==> config.mk <==
export PLATFORM = sky130hd
export DESIGN_NAME = scan_cfg_driver
export DESIGN_NICKNAME = d
export VERILOG_FILES = /design/src/rtl/scan_cfg_driver.sv
export SDC_FILE = /design/constraint.sdc
export NUM_CORES = 1
export LEC_CHECK = 0
export CORE_MARGIN = 2
export CORE_UTILIZATION = 30
export DETAILED_ROUTE_END_ITERATION = 12
export PLACE_DENSITY_LB_ADDON = 0.12
export SLEW_MARGIN = 20
export SYNTH_ARGS = -nofsm -noshare
export SYNTH_HDL_FRONTEND = slang
export SYNTH_SLANG_ARGS = --single-unit
==> constraint.sdc <==
create_clock -name clk -period 4.85 [get_ports clk]
set_clock_uncertainty 0.1 [all_clocks]
set_input_delay 0.7275 -clock clk [delete_from_list [all_inputs] [get_ports clk]]
set_output_delay 0.7275 -clock clk [all_outputs]
set_load 0.05 [all_outputs]
==> src/rtl/scan_cfg_driver.sv <==
// rtl/scan_cfg_driver.sv - configuration scan-chain master: word stream in, serial shift with
// generated scan_clk/scan_en, old chain contents returned as a readback word stream.
module scan_cfg_driver #(
   parameter int WORD_W    = 16,
   parameter int CHAIN_LEN = 29,
   parameter int CNT_W     = 16,
   parameter int HALF_DIV  = 1
) (
   input  logic              clk,
   input  logic              reset,
   input  logic              start,
   output logic              busy,
   output logic              done,
   input  logic [WORD_W-1:0] wr_data,
   input  logic              wr_valid,
   output logic              wr_ready,
   output logic [WORD_W-1:0] rd_data,
   output logic              rd_valid,
   input  logic              rd_ready,
   output logic              scan_clk,
   output logic              scan_en,
   output logic              scan_out,
   input  logic              scan_in
);
   localparam int NW  = (CHAIN_LEN + WORD_W - 1) / WORD_W;
   localparam int WBW = (WORD_W > 1) ? $clog2(WORD_W) : 1;
   localparam int DVW = (HALF_DIV > 1) ? $clog2(HALF_DIV) : 1;
   localparam logic [CNT_W-1:0] CHAIN_LEN_C = CNT_W'(CHAIN_LEN);
   localparam logic [CNT_W-1:0] NW_C        = CNT_W'(NW);
   localparam logic [WBW-1:0]   WLAST       = WBW'(WORD_W - 1);
   localparam logic [DVW-1:0]   DLAST       = DVW'(HALF_DIV - 1);

   typedef enum logic [2:0] {
      S_IDLE,
      S_FETCH,
      S_LOW,
      S_HIGH,
      S_FLUSH,
      S_DONE
   } state_t;

   state_t            state_q, state_d;
   logic [CNT_W-1:0]  bit_cnt_q, bit_cnt_d;
   logic [CNT_W-1:0]  words_q, words_d;
   logic [WBW-1:0]    wbit_q, wbit_d;
   logic [DVW-1:0]    div_q, div_d;
   logic [WORD_W-1:0] buf_q, buf_d;
   logic              buf_full_q, buf_full_d;
   logic [WORD_W-1:0] sh_q, sh_d;
   logic [WORD_W-1:0] rsh_q, rsh_d;
   logic [WORD_W-1:0] rd_data_q, rd_data_d;
   logic              rd_valid_q, rd_valid_d;
   logic              busy_q, busy_d;
   logic              done_q, done_d;
   logic              scan_clk_q, scan_clk_d;
   logic              scan_en_q, scan_en_d;
   logic              scan_out_q, scan_out_d;

   logic              wr_fire;
   logic              rd_free;
   logic              can_rise;

   assign wr_ready = busy_q && !buf_full_q && (words_q < NW_C);
   assign wr_fire  = wr_valid && wr_ready;
   assign rd_free  = !rd_valid_q || rd_ready;
   // A rising edge that completes a readback word needs somewhere to put it.
   assign can_rise = (wbit_q != WLAST) || rd_free;

   assign busy     = busy_q;
   assign done     = done_q;
   assign rd_data  = rd_data_q;
   assign rd_valid = rd_valid_q;
   assign scan_clk = scan_clk_q;
   assign scan_en  = scan_en_q;
   assign scan_out = scan_out_q;

   always_comb begin
      state_d    = state_q;
      bit_cnt_d  = bit_cnt_q;
      words_d    = words_q;
      wbit_d     = wbit_q;
      div_d      = div_q;
      buf_d      = buf_q;
      buf_full_d = buf_full_q;
      sh_d       = sh_q;
      rsh_d      = rsh_q;
      rd_data_d  = rd_data_q;
      rd_valid_d = rd_valid_q && !rd_ready;
      scan_out_d = scan_out_q;

      if (wr_fire) begin
         buf_d      = wr_data;
         buf_full_d = 1'b1;
         words_d    = words_q + CNT_W'(1);
      end

      case (state_q)
         S_IDLE: begin
            if (start) begin
               bit_cnt_d  = '0;
               words_d    = '0;
               wbit_d     = '0;
               rsh_d      = '0;
               buf_full_d = 1'b0;
               state_d    = S_FETCH;
            end
         end
         S_FETCH: begin
            if (buf_full_q) begin
               sh_d       = buf_q;
               buf_full_d = 1'b0;
               div_d      = '0;
               state_d    = S_LOW;
            end
         end
         S_LOW: begin
            if (div_q != DLAST) begin
               div_d = div_q + DVW'(1);
            end else if (can_rise) begin
               // Rising edge: capture the chain tail, advance counters and shifter.
               div_d         = '0;
               state_d       = S_HIGH;
               rsh_d[wbit_q] = scan_in;
               bit_cnt_d     = bit_cnt_q + CNT_W'(1);
               sh_d          = sh_q >> 1;
               if (wbit_q == WLAST) begin
                  rd_data_d  = rsh_d;
                  rd_valid_d = 1'b1;
                  rsh_d      = '0;
                  wbit_d     = '0;
               end else begin
                  wbit_d = wbit_q + WBW'(1);
               end
            end
         end
         S_HIGH: begin
            if (div_q != DLAST) begin
               div_d = div_q + DVW'(1);
            end else begin
               div_d = '0;
               if (bit_cnt_q == CHAIN_LEN_C) begin
                  state_d = S_FLUSH;
               end else if (wbit_q == '0) begin
                  if (buf_full_q) begin
                     sh_d       = buf_q;
                     buf_full_d = 1'b0;
                     state_d    = S_LOW;
                  end else begin
                     state_d = S_FETCH;
                  end
               end else begin
                  state_d = S_LOW;
               end
            end
         end
         S_FLUSH: begin
            // Leftover bits form a short final word whose upper bits stay zero.
            if (wbit_q != '0) begin
               if (rd_free) begin
                  rd_data_d  = rsh_q;
                  rd_valid_d = 1'b1;
                  rsh_d      = '0;
                  wbit_d     = '0;
               end
            end else if (rd_free) begin
               state_d = S_DONE;
            end
         end
         S_DONE: begin
            state_d = S_IDLE;
         end
         default: begin
            state_d = S_IDLE;
         end
      endcase

      if ((state_d == S_LOW) && (state_q != S_LOW)) begin
         scan_out_d = sh_d[0];
      end

      busy_d     = (state_d != S_IDLE);
      done_d     = (state_d == S_DONE);
      scan_clk_d = (state_d == S_HIGH);
      scan_en_d  = (state_d == S_FETCH) || (state_d == S_LOW) || (state_d == S_HIGH);
   end

   always_ff @(posedge clk or posedge reset) begin
      if (reset) begin
         state_q    <= S_IDLE;
         bit_cnt_q  <= '0;
         words_q    <= '0;
         wbit_q     <= '0;
         div_q      <= '0;
         buf_q      <= '0;
         buf_full_q <= 1'b0;
         sh_q       <= '0;
         rsh_q      <= '0;
         rd_data_q  <= '0;
         rd_valid_q <= 1'b0;
         busy_q     <= 1'b0;
         done_q     <= 1'b0;
         scan_clk_q <= 1'b0;
         scan_en_q  <= 1'b0;
         scan_out_q <= 1'b0;
      end else begin
         state_q    <= state_d;
         bit_cnt_q  <= bit_cnt_d;
         words_q    <= words_d;
         wbit_q     <= wbit_d;
         div_q      <= div_d;
         buf_q      <= buf_d;
         buf_full_q <= buf_full_d;
         sh_q       <= sh_d;
         rsh_q      <= rsh_d;
         rd_data_q  <= rd_data_d;
         rd_valid_q <= rd_valid_d;
         busy_q     <= busy_d;
         done_q     <= done_d;
         scan_clk_q <= scan_clk_d;
         scan_en_q  <= scan_en_d;
         scan_out_q <= scan_out_d;
      end
   end

endmodule

## Word-level counts from Yosys, hierarchy flattened

Index checks and enable logic that the tools add are counted.

| storage, ports and cells | value |
|---|---|
| word-level logic and storage cells | 137 |
| input bits | 22 |
| output and inout port bits | 23 |
| flip-flop bits (word level) | 111 |

| operators by class | value |
|---|---|
| equality and inequality tests | 22 |
| reduce and logical (&&, ||, !) cells | 28 |
| muxes and demuxes | 63 |
| $lt $le $gt $ge | 3 |
| add/subtract/negate cells | 4 |

Operators with widths:

| kind | number |
|---|---|
| 2-to-1 mux 16 bit | 22 |
| case mux 16 bit (3 select lines) | 2 |
| case mux 16 bit (2 select lines) | 2 |
| adder 16 x 1 -> 16 bit, second input constant | 2 |
| 2-to-1 mux 3 bit | 9 |
| 2-to-1 mux 4 bit | 6 |
| != test 2 bit, second input constant | 10 |
| AND reduction 6 bit | 3 |
| bitwise mux 16 bit | 1 |
| == test 16 x 5 -> 1 bit, second input constant | 1 |
| less-than comparator 16 x 2 -> 1 bit, second input constant | 1 |
| case mux 3 bit (5 select lines) | 1 |
| 2-to-1 mux 1 bit | 14 |
| == test 3 x 2 -> 1 bit, second input constant | 4 |
| case mux 4 bit (3 select lines) | 1 |
| nonzero test 3 bit | 3 |
| == test 3 x 1 -> 1 bit, second input constant | 2 |
| == test 3 bit, second input constant | 2 |
| logical AND 1 bit | 6 |
| nonzero test 2 bit | 3 |
| less-than comparator 4 x 5 -> 1 bit, second input constant | 1 |
| adder 4 x 1 -> 4 bit, second input constant | 1 |
| demux 1 bit (select 4 bit) | 1 |
| == test 4 bit, second input constant | 1 |
| other kinds (15) | 21 |

## Depth between registers and ports, before layout

Gate-level depths: netlist (run 1).

| depth | value |
|---|---|
| depth in word-level cells | 10 |
| mapped depth | 9 |
| gate-level depth less buffers | 7 |

## Worst setup path before layout (run 1)

OpenSTA, ideal clock, no wires.

| timing | value |
|---|---|
| path type | reg2reg |
| start point | register wbit_q[0] |
| end point | register scan_out_q, in the netlist scan_out |
| setup time | 0.125 ns |
| required time | 4.625 ns |
| cell stages (with the launch flop) | 9 |
| path slack | 2.550 ns |
| arrival | 2.075 ns |
| path buffers | 1 |
| period minus slack after synthesis | 2.300 ns |
| path through | dfrtp_1 -> inv_1 -> ha_1 -> clkbuf_1 -> nor3b_2 -> o41a_4 -> a21boi_0 -> a22o_1 -> mux2_2 |

| between the ends | value |
|---|---|
| longest elaborated chain between the ends | 7 |
| elaborated cells on any way between the ends | 19 |
| classes of those cells | eq/ne: 2; mux: 13; reduce/logical: 4 |

Ends and longest elaborated chain:

| item | RTL line | source |
|---|---|---|
| start: declaration | 45 | `logic [WBW-1:0] wbit_q, wbit_d;` |
| start signal: assignment | 209 | `wbit_q <= wbit_d;` |
| zero test 4 bit / != test 4 bit (equally long branches) | 143, 67 |  |
| 2-to-1 mux 3 bit / logical OR 1 bit (equally long branches) | 143, 67 |  |
| 2-to-1 mux 3 bit (on tied branches) | 141, 119 |  |
| 2-to-1 mux 3 bit (on tied branches) | 137, 117 |  |
| case mux 3 bit (5 select lines) | 97 | `case (state_q)` |
| == test 3 x 2 -> 1 bit | 177 | `if ((state_d == S_LOW) && (state_q != S_LOW)) begin` |
| logical AND 1 bit | 177 |  |
| end signal: assignment | 221 | `scan_out_q <= scan_out_d;` |
| end: declaration | 57 | `logic scan_out_q, scan_out_d;` |

Several ways; a longest one is shown, not always the timed one. The select of a mux whose other input is x is not followed.
A chain may end at the register's enable or synchronous reset.

## Worst setup path after layout (run 1)

| timing | value |
|---|---|
| start point | register words_q[9] |
| end point | output port wr_ready |

| between the ends | value |
|---|---|
| longest elaborated chain between the ends | 2 |

Ends and longest elaborated chain:

| item | RTL line | source |
|---|---|---|
| start: declaration | 44 | `logic [CNT_W-1:0] words_q, words_d;` |
| start signal: assignment | 208 | `words_q <= words_d;` |
| less-than comparator 16 x 2 -> 1 bit | 63 | `assign wr_ready = busy_q && !buf_full_q && (words_q < NW_C);` |
| logical AND 1 bit | 63 |  |
| end: declaration | 16 | `output logic wr_ready,` |

Every way passes these cells.

==> results of run 1 <==
-- cells by family after synthesis --
family / Yosys count / synth area share
AOI/OAI and AO/OA: 159 / 0.191
xor gates and xnor gates: 13 / 0.0216
muxes: 9 / 0.0178
adders and majority gates: 7 / 0.0166
buffers and inverters: 65 / 0.0490
DFF: 110 / 0.523
and+or+nand+nor: 185 / 0.181
-- cells in the final DEF, fill, tap and decap left out, types with 2 or more instances in the layout --
master	synthesis	layout
inv_1	26	25
a31oi_1	15	15
clkbuf_16	0	9
xor2_1	4	4
a21o_1	2	2
nand3_1	14	14
and3_1	4	4
nand2b_1	3	3
a211oi_1	4	3
o21ai_0	59	59
nor4_1	2	2
nor3_1	5	5
nor2b_1	18	18
xnor2_1	9	9
dfrtp_1	110	110
o31ai_1	16	16
o211ai_1	15	15
clkdlybuf4s50_1	0	44
mux2i_1	6	6
or4_1	3	3
nand4_1	17	17
a2111oi_0	4	4
inv_6	0	3
nor2_1	45	45
or4b_1	2	2
a21oi_1	26	26
ha_1	7	7
mux2_2	3	3
buf_4	2	6
nor3b_2	2	2
nand2_1	58	58
a211o_1	2	2
o22ai_1	3	3
-- registers in the layout (all words and copies together), names as in the netlist --
name / flops
scan_en: 1
scan_clk: 1
wbit_q: 4
state_q: 3
bit_cnt_q: 16
rd_data: 16
done: 1
scan_out: 1
rsh_q: 16
words_q: 16
sh_q: 16
busy: 1
rd_valid: 1
buf_q: 16
buf_full_q: 1
-- power groups by stage --
stage	logic (W)	registers (W)	clock network, W
after CTS	0.00134	0.00133	0.000805
after floorplan	0.000686	0.00158	0
final	0.00132	0.00132	0.000774
after detailed placement	0.00133	0.00135	0
after global placement	0.00131	0.00134	0
after global routing	0.00145	0.00136	0.000841
-- cells in the mapped netlist, drive strengths merged (3+ instances only) --
library cell and number:
dfrtp 110, o21ai 60, nand2 58, nor2 46, clkbuf 27, a21oi 26, inv 26, nor2b 18
nand4 17, o211ai 16, o31ai 16, a31oi 15, nand3 14, buf 12, xnor2 9, ha 7
mux2i 6, a2111oi 5, nor3 5, a211oi 4, and3 4, or4 4, xor2 4, mux2 3
nand2b 3, nor3b 3, o22ai 3
-- final cells by class --
cell class              count  area, sq um
clock buffers              10          229
fillers                  1735        11000
multi-input cells         373         2270
flip-flops and latches    110         2750
well taps                 225          282
inverters                  26          100
repair buffers             51          497
clock inverters             6         76.3
-- worst max-delay path, cell delays in order, from the launching register on --
cell and delay [ns]:
dfrtp_1 0.37, or4_1 0.52, nor2_1 0.13, and3_1 0.17, clkdlybuf4s50_1 0.80
-- final timing paths --
path                               to  slack (ns)  cells after the start
setup / recovery             wr_ready        1.68                      4
hold / removal              rsh_q[15]        0.40                      1
setup reg to reg             rsh_q[1]        1.92                      7
hold reg to reg             rsh_q[15]        0.40                      1
max in group asynchronous  state_q[2]        3.03                      3
min in group asynchronous        done        0.75                      2
-- layer usage --
layer	part of all wire	GRT usage
met1	0.50	0.199
met2	0.46	0.216
met3	0.029	0.0283
met4	0.011	0.0446
met5	0	0
-- metrics by stage --
stage	power [W]	setup WS (ns)
5_1_grt	0.00365	1.55
6_report	0.00342	1.68
4_1_cts	0.00347	1.64
3_3_place_gp	0.00265	1.77
3_5_place_dp	0.00268	1.96
2_1_floorplan	0.00227	1.12
==> results.tsv, run 1 <==
stage	metric	value	unit
routing	DR vias/cell	5.04	
sta	fmax	315	MHz
synthesis	Syn Area/Cell	9.61	sq um
die	Site Rows	48	
run_status	outcome	complete, no violations	
critical_path	CP startpoint kind	register	
cells_and_area	layout cell share with drive strength beyond 1	0.0712	
synthesis	Post-synth ARST share	1.00	
routing	via count	4034	
routing	Avg WL per Cell	15.5	um
critical_path	critical path capture point type	output port	
clock_tree	clk sinks	110	
sta	Least-Margin Pin Slew	0.926	ns
power	Sequential Power Share	0.388	
sta	unrepaired setup endpoints after global routing	no	
clock_tree	TritonCTS clock tree	yes	
cells_and_area	final core occ	0.360	
clock_tree	H-tree levels	3	
critical_path	Worst Setup Path Type	reg2out	
placement	hpwl dp	8040	um
routing	post-route antenna net violation count	0	
worst_hold_path	worst hold path type	reg2reg	
clock_tree	Worst-path clk slew	0.08	ns
placement	Placement Cell Area	5900	sq um
critical_path	R2R Path Start	wbit_q[0]	
clock_tree	cts bufs inserted	9	
sta	Setup Viol. Count Final	0	
clock_tree	Root Driver	clkbuf_16	
synthesis	synth warn	0	
die	die height	136	um
critical_path	Setup crit start	words_q[9]	
power	peak supply drop	0.277	mV
synthesis	Gate Count Post-Synth	548	
sta	Setup Total Neg Slack	0	ns
die	I/O Pins	45	
grt	first-pass GRT wire length	20500	um
synthesis	Seq cells post-synth	110	
routing	# DRC	0	
critical_path	critical-path maximum fanout	2	
die	Die ar.	18600	sq um
synthesis	synthesized area	5260	sq um
cells_and_area	final net count	600	
grt	pin count of the biggest net entering global routing	57	
grt	vias in the first global route	3892	
sta	Fin Hold WS	0.395	ns
synthesis	syn nets	577	
die	chip width	136	um
power	internal power	0.00204	W
sta	final hold vios	0	
synthesis	Top FF cell, synth	dfrtp_1	
synthesis	Post-synth EDFFs	0	
power	pwr/cell area	550	nW/um^2
grt	global route total overflow	0	
critical_path	required time worst endpoint	4.02	ns
clock_tree	CTS resizes	0	
critical_path	critical path arrival	2.34	ns
placement	global placer's final weighted congestion	0.772	
grt	initial antenna violation count	0	
worst_hold_path	min-delay src	rsh_q[15]	
die	core area	17200	sq um
clock_tree	post-CTS setup buffer count	0	
placement	IO buf count	44	
synthesis	sequential-to-total area share from yosys stat	0.523	
routing	drt first-iter violations	304	
synthesis	post-synth cell types	57	
cells_and_area	number of antenna diodes	0	
clock_tree	Max clock buf depth	2	
clock_tree	# hold bufs at CTS	0	
placement	placed insts	785	
cells_and_area	Finished Cell Area	6210	sq um
routing	first drt pass iteration count	4	
synthesis	synth top area cells	dfrtp_1 (52%), o21ai_0 (5.6%), nand2_1 (4.1%)	
sta	final period utilization	0.654	
clock_tree	Clock Latency Late Sink	0.35	ns
power	clock share of power	0.227	
power	Sw Ratio	0.402	
sta	Slew Limit Headroom	0.383	
synthesis	share of the synthesized area in the top cell type	0.523	
routing	Total Wirelength	12400	um
power	NetSw	0.00137	W
cells_and_area	Final Non-Filler Cells	801	
sta	Final Max Tran Viols	0	
power	cell leakage power	2.59	nW
power	Gate power share	0.386	
cells_and_area	P&R area growth vs syn	18.0	%
sta	Final min period	3.17	ns
die	Initial Util	0.305	
synthesis	leading area contributor after synthesis	dfrtp_1	
grt	GRT Overall Usage	0.141	
run	Max-Cap Viols	0	
(Power assumes the default switching activity.)
==> run 2: changes to the inputs <==
==> constraint.sdc (replaced) <==
create_clock -name clk -period 2.8 [get_ports clk]
set_clock_uncertainty 0.1 [all_clocks]
set_input_delay 0.42 -clock clk [delete_from_list [all_inputs] [get_ports clk]]
set_output_delay 0.42 -clock clk [all_outputs]
set_load 0.05 [all_outputs]
==> run 2 against run 1 <==
Against the previous run: clock power grew 64%; largest cell class unchanged; first-iteration DRC count grew 18%; highest routed layer unchanged; critical endpoint is now scan_out; sequential share of layout area shrank 1.2 points.
==> results.tsv, run 2 (synthesized netlist as in run 1, its figures left out) <==
stage	metric	value	unit
run_status	outcome	complete, no violations	
sta	Final Max Tran Viols	0	
die	chip width	136	um
routing	# DRC	0	
cells_and_area	# fillers	1702	
critical_path	critical-path maximum fanout	7	
cells_and_area	layout cell share with drive strength beyond 1	0.110	
routing	DR vias/cell	5.03	
critical_path	CP max stage cell	dfrtp_1	
sta	Slew Limit Headroom	0.476	
power	cell leakage power	2.70	nW
sta	final period utilization	0.859	
die	core area	17200	sq um
die	I/O Pins	45	
sta	unrepaired setup endpoints after global routing	no	
worst_hold_path	worst hold path type	reg2reg	
grt	initial antenna violation count	0	
clock_tree	Clock Latency Late Sink	0.36	ns
worst_hold_path	min-delay src	sh_q[1]	
power	Gate power share	0.407	
die	Site Rows	48	
clock_tree	Max clock buf depth	2	
grt	global route total overflow	0	
clock_tree	H-tree levels	3	
grt	pin count of the biggest net entering global routing	111	
die	die height	136	um
critical_path	required time worst endpoint	2.94	ns
grt	GRT Overall Usage	0.143	
worst_hold_path	Worst Hold Path EP	sh_q[0]	
grt	GR Util met3	0.0287	
cells_and_area	final core occ	0.370	
clock_tree	clk sinks	110	
clock_tree	post-CTS setup buffer count	0	
critical_path	Worst path max stage delay	0.46	ns
cells_and_area	area taken by flip-flops and latches	2750	sq um
grt	first-pass GRT wire length	20800	um
critical_path	CP startpoint kind	register	
grt	global routing met2 resource utilization	0.218	
cells_and_area	P&R area growth vs syn	21.3	%
cells_and_area	Multi-input gate area	2270	sq um
grt	met1 Usage GRT	0.198	
placement	IO buf count	44	
sta	Final min period	2.41	ns
grt	vias in the first global route	4033	
routing	via count	4152	
critical_path	R2R Path Start	wbit_q[0]	
cells_and_area	most common cell after layout, fill and taps aside	dfrtp_1	
placement	hpwl dp	8310	um
power	Sequential Power Share	0.380	
clock_tree	Worst-path clk slew	0.08	ns
routing	first drt pass iteration count	5	
critical_path	Critical Path, Cell by Cell	inv_1 -> ha_1 -> nor3b_2 -> buf_4 -> o41a_4 -> a21boi_0 -> a22o_1 -> mux2_2	
routing	Avg WL per Cell	15.1	um
critical_path	Worst R2R End	scan_out	
grt	gr busiest metal	met2	
sta	Least-Margin Pin Slew	0.783	ns
critical_path	setup slack, reg-to-reg	0.39	ns
sta	Setup Viol. Count Final	0	
die	Initial Util	0.305	
worst_hold_path	depth of the worst hold-timing path	1	
critical_path	Reg2Reg Depth	8	
critical_path	critical path capture point type	register	
sta	final hold vios	0	
routing	drt first-iter violations	359	
power	clock share of power	0.214	
sta	Setup Total Neg Slack	0	ns
power	NetSw	0.00241	W
sta	fmax	416	MHz
clock_tree	CTS resizes	0	
critical_path	Worst Setup Path Type	reg2reg	
power	Sw Ratio	0.405	
cells_and_area	final net count	624	
run	Max-Cap Viols	0	
clock_tree	Root Driver	clkbuf_16	
routing	Total Wirelength	12500	um
routing	post-route antenna net violation count	0	
die	Die ar.	18600	sq um
clock_tree	TritonCTS clock tree	yes	
cells_and_area	number of antenna diodes	0	
placement	global placer's final weighted congestion	0.787	
power	pwr/cell area	931	nW/um^2
power	internal power	0.00354	W
critical_path	critical path arrival	2.55	ns
clock_tree	cts bufs inserted	9	
cells_and_area	commonest cells after routing, fill and taps aside	dfrtp_1 (110), o21ai_0 (59), nand2_1 (58)	
clock_tree	# hold bufs at CTS	0	
power	peak supply drop	0.582	mV
[run 2: cell types whose count changed in the layout (fill, tap and decap cells not counted), moves of 2 or more]
| cell | before | now |
|---|---|---|
| buf_4 | 6 | 31 |
| clkinv_4 | 1 | 4 |
| clkinvlp_4 | 0 | 2 |
| inv_6 | 3 | 0 |
[run 2: layout make-up]
class | count | share of cell area
Sequential cell | 110 | 0.431
Multi-Input combinational cell | 373 | 0.356
Clock inverter | 7 | 0.0110
Timing Repair Buffer | 75 | 0.107
Tap cell | 225 | 0.0441
Inverter | 26 | 0.0159
Clock buffer | 9 | 0.0353
[run 2: worst max path at each step]
| stage | endpoint | from | cells past startpoint |
|---|---|---|---|
| floorplan | scan_out | wbit_q[0] | 8 |
| global placement | rd_data[10] | rd_ready | 7 |
| detailed placement | rd_data[15] | rd_ready | 7 |
| CTS | busy | wbit_q[0] | 8 |
| global route | rd_data[14] | wbit_q[0] | 7 |
| finish | scan_out | wbit_q[0] | 8 |
[run 2: critical path, delay by kind of cell, from the launching register on]
kind	cells	cell delay, ns
DFF	1	0.46
buffers and inverters	2	0.32
adders and majority gates	1	0.17
and+or+nand+nor	1	0.41
AOI/OAI and AO/OA	3	0.56
muxes	1	0.26
[run 2: power by group through the flow]
| stage | logic (W) | registers [W] | clock network (W) |
|---|---|---|---|
| 6_report | 0.00242 | 0.00226 | 0.00127 |
| 5_1_grt | 0.00266 | 0.00232 | 0.00139 |
| 4_1_cts | 0.00246 | 0.00227 | 0.00132 |
| 3_5_place_dp | 0.00245 | 0.00229 | 0 |
| 3_3_place_gp | 0.00242 | 0.00228 | 0 |
| 2_1_floorplan | 0.00119 | 0.00274 | 0 |
[run 2: metal layers]
metal,routed length [um],part of all wire
met3,452,0.036
met2,5720,0.46
met5,0,0
met4,216,0.017
met1,6080,0.49
[run 2: per-stage QoR]
stage | cell area, sq um | setup WS [ns] | cells | total power, W | hold slack, ns
after floorplan | 5270 | 0.500 | 548 | 0.00392 | 0.349
after global placement | 6090 | 0.256 | 809 | 0.00470 | 0.362
after detailed placement | 6090 | 0.236 | 809 | 0.00474 | 0.368
after CTS | 6390 | 0.369 | 825 | 0.00604 | 0.384
after global routing | 6390 | 0.192 | 825 | 0.00636 | 0.404
final | 6390 | 0.394 | 825 | 0.00594 | 0.386
